<file path="src/rtl/ble_crc_pkg.sv">
// Shared types and constants for the BLE CRC sequencer and its serial CRC-24 engine.
package ble_crc_pkg;

    typedef enum logic [1:0] {IDLE, PDU, CRC, DONE} crc_seq_state_t;

    localparam int CRC_W     = 24;
    localparam int CRC_IDX_W = 5;

    // x^24 + x^10 + x^9 + x^6 + x^4 + x^3 + x + 1, x^24 term implicit
    localparam logic [CRC_W-1:0] CRC_POLY = 24'h00065B;

    // One MSB-first LFSR step: feedback is the outgoing bit XOR the new data bit.
    function automatic logic [CRC_W-1:0] crc24_step(input logic [CRC_W-1:0] crc,
                                                    input logic din);
        logic fb;
        fb = crc[CRC_W-1] ^ din;
        return {crc[CRC_W-2:0], 1'b0} ^ (fb ? CRC_POLY : '0);
    endfunction

endpackage

</file>
<file path="src/rtl/serial_crc24.sv">
// Bit-serial BLE CRC-24 engine: restart loads the preset, each valid input bit advances the LFSR.
module serial_crc24
    import ble_crc_pkg::*;
#(
    parameter logic [23:0] INIT_DEF = 24'h555555
) (
    input  logic              aclk,
    input  logic              aresetn,
    input  logic              restart,
    input  logic [CRC_W-1:0]  preset,
    input  logic              input_tvalid,
    input  logic              input_tdata,
    output logic [CRC_W-1:0]  crc_out
);

    logic [CRC_W-1:0] crc_q, crc_d;

    always_comb begin
        crc_d = crc_q;
        if (restart) begin
            crc_d = preset;
        end else if (input_tvalid) begin
            crc_d = crc24_step(crc_q, input_tdata);
        end
    end

    // NOTE: state flops use non-blocking assignment so every flop samples pre-edge values.
    always_ff @(posedge aclk) begin
        if (!aresetn) begin
            crc_q <= INIT_DEF;
        end else begin
            crc_q <= crc_d;
        end
    end

    assign crc_out = crc_q;

endmodule

</file>
<file path="src/rtl/ble_crc_seq.sv">
// BLE packet CRC sequencer: TX appends the CRC-24, RX checks the trailing 24 received bits.
// Optional RX error counter enabled by defining CRC_ERR_CNT_EN.
module ble_crc_seq
    import ble_crc_pkg::*;
#(
    parameter logic [23:0] CRC_INIT_DEF = 24'h555555,
    parameter int          CNT_WIDTH    = 16
) (
    input  logic                 aclk,
    input  logic                 areset,
    input  logic                 start,
    input  logic                 start_tx,
    input  logic                 start_use_def,
    input  logic [23:0]          crc_init,
    input  logic                 abort,
    input  logic                 s_axis_tdata,
    input  logic                 s_axis_tvalid,
    output logic                 s_axis_tready,
    input  logic                 s_axis_tlast,
    output logic                 m_axis_tdata,
    output logic                 m_axis_tvalid,
    input  logic                 m_axis_tready,
    output logic                 m_axis_tlast,
    output logic                 busy,
    output logic                 done,
    output logic                 crc_ok,
    output logic [CNT_WIDTH-1:0] err_count
);

    crc_seq_state_t        state_q, state_d;
    logic [CRC_IDX_W-1:0]  idx_q, idx_d;
    logic                  tx_q, tx_d;
    logic                  mismatch_q, mismatch_d;
    logic                  crc_ok_q, crc_ok_d;

    logic                  eng_restart;
    logic                  eng_valid;
    logic [CRC_W-1:0]      eng_preset;
    logic [CRC_W-1:0]      crc_out;
    logic                  result_ok;

    assign eng_restart = areset | ((state_q == IDLE) & start) | abort;
    assign eng_preset  = (areset | start_use_def) ? CRC_INIT_DEF : crc_init;
    assign result_ok   = tx_q | ~mismatch_q;

    serial_crc24 #(
        .INIT_DEF (CRC_INIT_DEF)
    ) u_crc (
        .aclk         (aclk),
        .aresetn      (~areset),
        .restart      (eng_restart),
        .preset       (eng_preset),
        .input_tvalid (eng_valid),
        .input_tdata  (s_axis_tdata),
        .crc_out      (crc_out)
    );

    // NOTE: every output and next-state is defaulted first so no path infers a latch.
    always_comb begin
        state_d       = state_q;
        idx_d         = idx_q;
        tx_d          = tx_q;
        mismatch_d    = mismatch_q;
        crc_ok_d      = crc_ok_q;
        eng_valid     = 1'b0;
        s_axis_tready = 1'b0;
        m_axis_tdata  = 1'b0;
        m_axis_tvalid = 1'b0;
        m_axis_tlast  = 1'b0;
        done          = 1'b0;

        unique case (state_q)
            IDLE: begin
                if (start) begin
                    tx_d       = start_tx;
                    mismatch_d = 1'b0;
                    crc_ok_d   = 1'b0;
                    state_d    = PDU;
                end
            end
            PDU: begin
                m_axis_tdata  = s_axis_tdata;
                m_axis_tvalid = s_axis_tvalid;
                s_axis_tready = m_axis_tready;
                m_axis_tlast  = tx_q ? 1'b0 : s_axis_tlast;
                if (s_axis_tvalid && m_axis_tready) begin
                    eng_valid = 1'b1;
                    if (s_axis_tlast) begin
                        idx_d   = CRC_IDX_W'(CRC_W - 1);
                        state_d = CRC;
                    end
                end
            end
            CRC: begin
                // Engine is not advanced here, so crc_out[idx_q] is stable for the whole phase.
                if (tx_q) begin
                    m_axis_tvalid = 1'b1;
                    m_axis_tdata  = crc_out[idx_q];
                    m_axis_tlast  = (idx_q == '0);
                    if (m_axis_tready) begin
                        if (idx_q == '0) state_d = DONE;
                        else             idx_d   = idx_q - CRC_IDX_W'(1);
                    end
                end else begin
                    s_axis_tready = 1'b1;
                    if (s_axis_tvalid) begin
                        mismatch_d = mismatch_q | (s_axis_tdata ^ crc_out[idx_q]);
                        if (idx_q == '0) state_d = DONE;
                        else             idx_d   = idx_q - CRC_IDX_W'(1);
                    end
                end
            end
            DONE: begin
                done     = 1'b1;
                crc_ok_d = result_ok;
                state_d  = IDLE;
            end
            default: state_d = IDLE;
        endcase

        // Abort overrides every transition and leaves the result registers untouched.
        if (abort) begin
            state_d    = IDLE;
            idx_d      = idx_q;
            tx_d       = tx_q;
            mismatch_d = mismatch_q;
            crc_ok_d   = crc_ok_q;
            eng_valid  = 1'b0;
            done       = 1'b0;
        end
    end

    always_ff @(posedge aclk) begin
        if (areset) begin
            state_q    <= IDLE;
            idx_q      <= '0;
            tx_q       <= 1'b0;
            mismatch_q <= 1'b0;
            crc_ok_q   <= 1'b0;
        end else begin
            state_q    <= state_d;
            idx_q      <= idx_d;
            tx_q       <= tx_d;
            mismatch_q <= mismatch_d;
            crc_ok_q   <= crc_ok_d;
        end
    end

    assign busy   = (state_q != IDLE);
    assign crc_ok = done ? result_ok : crc_ok_q;

`ifdef CRC_ERR_CNT_EN
    logic [CNT_WIDTH-1:0] err_cnt_q, err_cnt_d;

    always_comb begin
        err_cnt_d = err_cnt_q;
        if (done && !tx_q && mismatch_q && !(&err_cnt_q)) begin
            err_cnt_d = err_cnt_q + CNT_WIDTH'(1);
        end
    end

    always_ff @(posedge aclk) begin
        if (areset) begin
            err_cnt_q <= '0;
        end else begin
            err_cnt_q <= err_cnt_d;
        end
    end

    assign err_count = err_cnt_q;
`else
    assign err_count = '0;
`endif

endmodule

</file>
<file path="config.mk">
export PLATFORM = sky130hd
export DESIGN_NAME = ble_crc_seq
export DESIGN_NICKNAME = d
export VERILOG_FILES = /design/src/rtl/ble_crc_pkg.sv /design/src/rtl/serial_crc24.sv /design/src/rtl/ble_crc_seq.sv
export SDC_FILE = /design/constraint.sdc
export NUM_CORES = 1
export LEC_CHECK = 0
export CAP_MARGIN = 25
export CORE_MARGIN = 2
export CORE_UTILIZATION = 53
export DETAILED_ROUTE_END_ITERATION = 8
export HOLD_SLACK_MARGIN = 0.15
export PLACE_DENSITY = 0.86
export SYNTH_ARGS = -nofsm -noshare
export SYNTH_HDL_FRONTEND = slang
export SYNTH_SLANG_ARGS = --single-unit
</file>
<file path="constraint.sdc">
create_clock -name aclk -period 4.1 [get_ports aclk]
set_input_delay 0.82 -clock aclk [delete_from_list [all_inputs] [get_ports aclk]]
set_output_delay 0.82 -clock aclk [all_outputs]
set_load 0.005 [all_outputs]
</file>
==> reports/results.tsv <==
metric	value	unit
status	finished, final reports clean	
WL per Instance	14.0	um
Syn Inst Count	300	
TritonCTS clock tree	built	
final wirelength	5290	um
most frequent cells in the layout	nand2_1 (51), clkdlybuf4s50_1 (40), dfxtp_1 (34)	
CTS root buf	clkbuf_8	
initial antenna violation count	0	
placed insts	370	
Mapped Area	2240	um^2
Slew @ Worst Pin	883	ps
Max-cap violations	0	
GRT overflow	0	
Via density	5.67	
Core Area	4030	um^2
detailed placement HPWL	3770	um
Yosys cell types	40	
Seq/Total Area, Yosys	30.4	%
DR pass1 iterations	4	
cell taking the most area after synthesis	dfxtp_1	
Tot GR Track Use	24.3	%
DRC Markers	0	
crit path kind	register to output pin	
largest net degree at the start of global routing	27	
area grow syn2layout	19.4	%
I/O pin count	57	
area share of the largest cell type after synthesis	30.4	%
most common cell after layout, fill and taps aside	nand2_1	
first-pass GRT wire length	8580	um
Critical Path AT	2890	ps
LEAKAGE	1.05	nW
htree depth	2	
final slew viol count	0	
final hold vios	0	
clock-pin transition on the worst setup and hold timing paths	70	ps
share of post-route cells with drive strength above 1	4.57	%
IO Port Bufs	40	
syn_area_per_cell	7.46	um^2
starting density of the core	55.5	%
post-cts sizing count	0	
CTS hold repair buffers	0	
die height	69.0	um
CTS Buffer Depth	2	
crit path launch type	register	
minimum clock period	3710	ps
crit-path max FO	15	
number of cell rows	23	
Final Cycle Share	90.5	%
Clock Latency Late Sink	290	ps
number of antenna diodes	0	
Layout Cells excl Fill	378	
Setup crit end kind	output pin	
ranking of synthesized cells by area	dfxtp_1 (30%), nand2_1 (8.6%), buf_4 (5.7%)	
vias in the first global route	1909	
Rel. slew slack	41.2	%
ANT nets after route	0	
full die area	4760	um^2
via count	2144	
die width	69.0	um
Final Setup Violations	0	
Synth Register Bits	34	
setup tns final	0	ps
Num CTS Buffers	5	
Nets	367	
number of setup buffers added after CTS	0	
gpl congestion	0.855	
FMAX	269	MHz
Critical Path RT	3280	ps
Sink Count	34	
worst hold path class	register to register	
DRT iter0 DRCs	157	
worst vdd ir	232	uV
Worst Clk Skew	2.86	ps
RSZ-0062 raised after global routing	no	
PwrDens	312	nW/um^2
Synth Warn #	0	
## kinds of logic after synthesis
logic type               Yosys count  share of synthesized area, %
AO/OA/AOI/OAI                     67                          19.0
XOR/XNOR                           7                          3.08
adder cells (fa/ha/maj)            6                          3.36
buffers and inverters             47                          11.1
flip-flops                        34                          30.4
multiplexers                      16                          7.94
other                              1                         0.168
AND/OR/NAND/NOR                  122                          24.9
## area by class of cell
| cell class | count | area [um^2] |
|---|---|---|
| well taps | 50 | 62.6 |
| clock inverters | 3 | 45.0 |
| repair buffers | 41 | 408 |
| multi-input cells | 234 | 1360 |
| clock buffers | 5 | 68.8 |
| inverters | 11 | 41.3 |
| fillers | 339 | 1360 |
| flip-flops and latches | 34 | 681 |
## worst paths after layout
check                start      endpoint  slack (ps)  cells past startpoint
setup / recovery  idx_q[0]  m_axis_tdata         390                      5
hold / removal    crc_ok_q      crc_ok_q         500                      2
setup reg to reg  idx_q[0]      idx_q[2]        1830                      7
hold reg to reg   crc_ok_q      crc_ok_q         500                      2
## state kept, by name, indices dropped and copies added (netlist names)
signal	cells
state_q	2
mismatch_q	1
tx_q	1
u_crc.crc_out	24
idx_q	5
crc_ok_q	1
## layer usage
layer	share of wire (%)	global-route usage, %	vias to the layer above
met2	49	43.4	68
met4	1.3	7.11	0
met5	0	0	-
li1	-	-	1065
met1	45	29.2	1002
met3	4.6	4.87	9
## critical path, cell delays in order, from the launching register on
cell and delay [ps]:
dfxtp_1 790, mux4_2 590, o2111a_1 270, o311ai_0 340, a21boi_0 150, clkdlybuf4s50_1 460
## synth_stat cells
library cell / number
buf_2: 1
xnor2_1: 6
and2_1: 2
buf_4: 17
a2bb2oi_1: 1
nor4b_1: 1
nor2_1: 25
o31a_1: 1
and3_1: 14
o311ai_0: 2
a31oi_1: 13
nor2b_1: 5
o31ai_1: 1
xnor2_2: 1
o21ai_0: 12
a21boi_0: 3
a22oi_1: 3
ha_1: 6
buf_6: 1
o21a_1: 1
o221ai_1: 1
nor4_1: 5
nor3_1: 10
mux4_2: 1
o2111a_1: 1
nand2b_1: 4
dfxtp_1: 34
clkbuf_1: 17
inv_1: 11
conb_1: 1
a21oi_1: 20
mux2i_1: 11
o41ai_1: 1
nand3_1: 4
a211oi_1: 3
nand4_1: 1
mux2_2: 4
a311oi_1: 3
nand2_1: 51
o311a_1: 1
## per-stage QoR
stage | worst slack (ps) | hold WS, ps | total power [mW] | instance area (um^2) | utilization [%]
after detailed placement | 715 | 492 | 0.526 | 2560 | 63.4
final | 389 | 505 | 0.833 | 2670 | 66.3
after global placement | 765 | 484 | 0.521 | 2560 | 63.4
after global routing | 236 | 542 | 0.869 | 2670 | 66.3
after CTS | 389 | 509 | 0.833 | 2670 | 66.3
after floorplan | 1740 | 464 | 0.479 | 2290 | -
## where the power goes
group          switching, mW  internal [mW]  total [mW]
Sequential            0.0204          0.346       0.366
Clock                  0.132          0.181       0.313
Combinational         0.0758         0.0783       0.154
Total                  0.228          0.605       0.833
No activity file was read; power rests on OpenSTA's default activity.
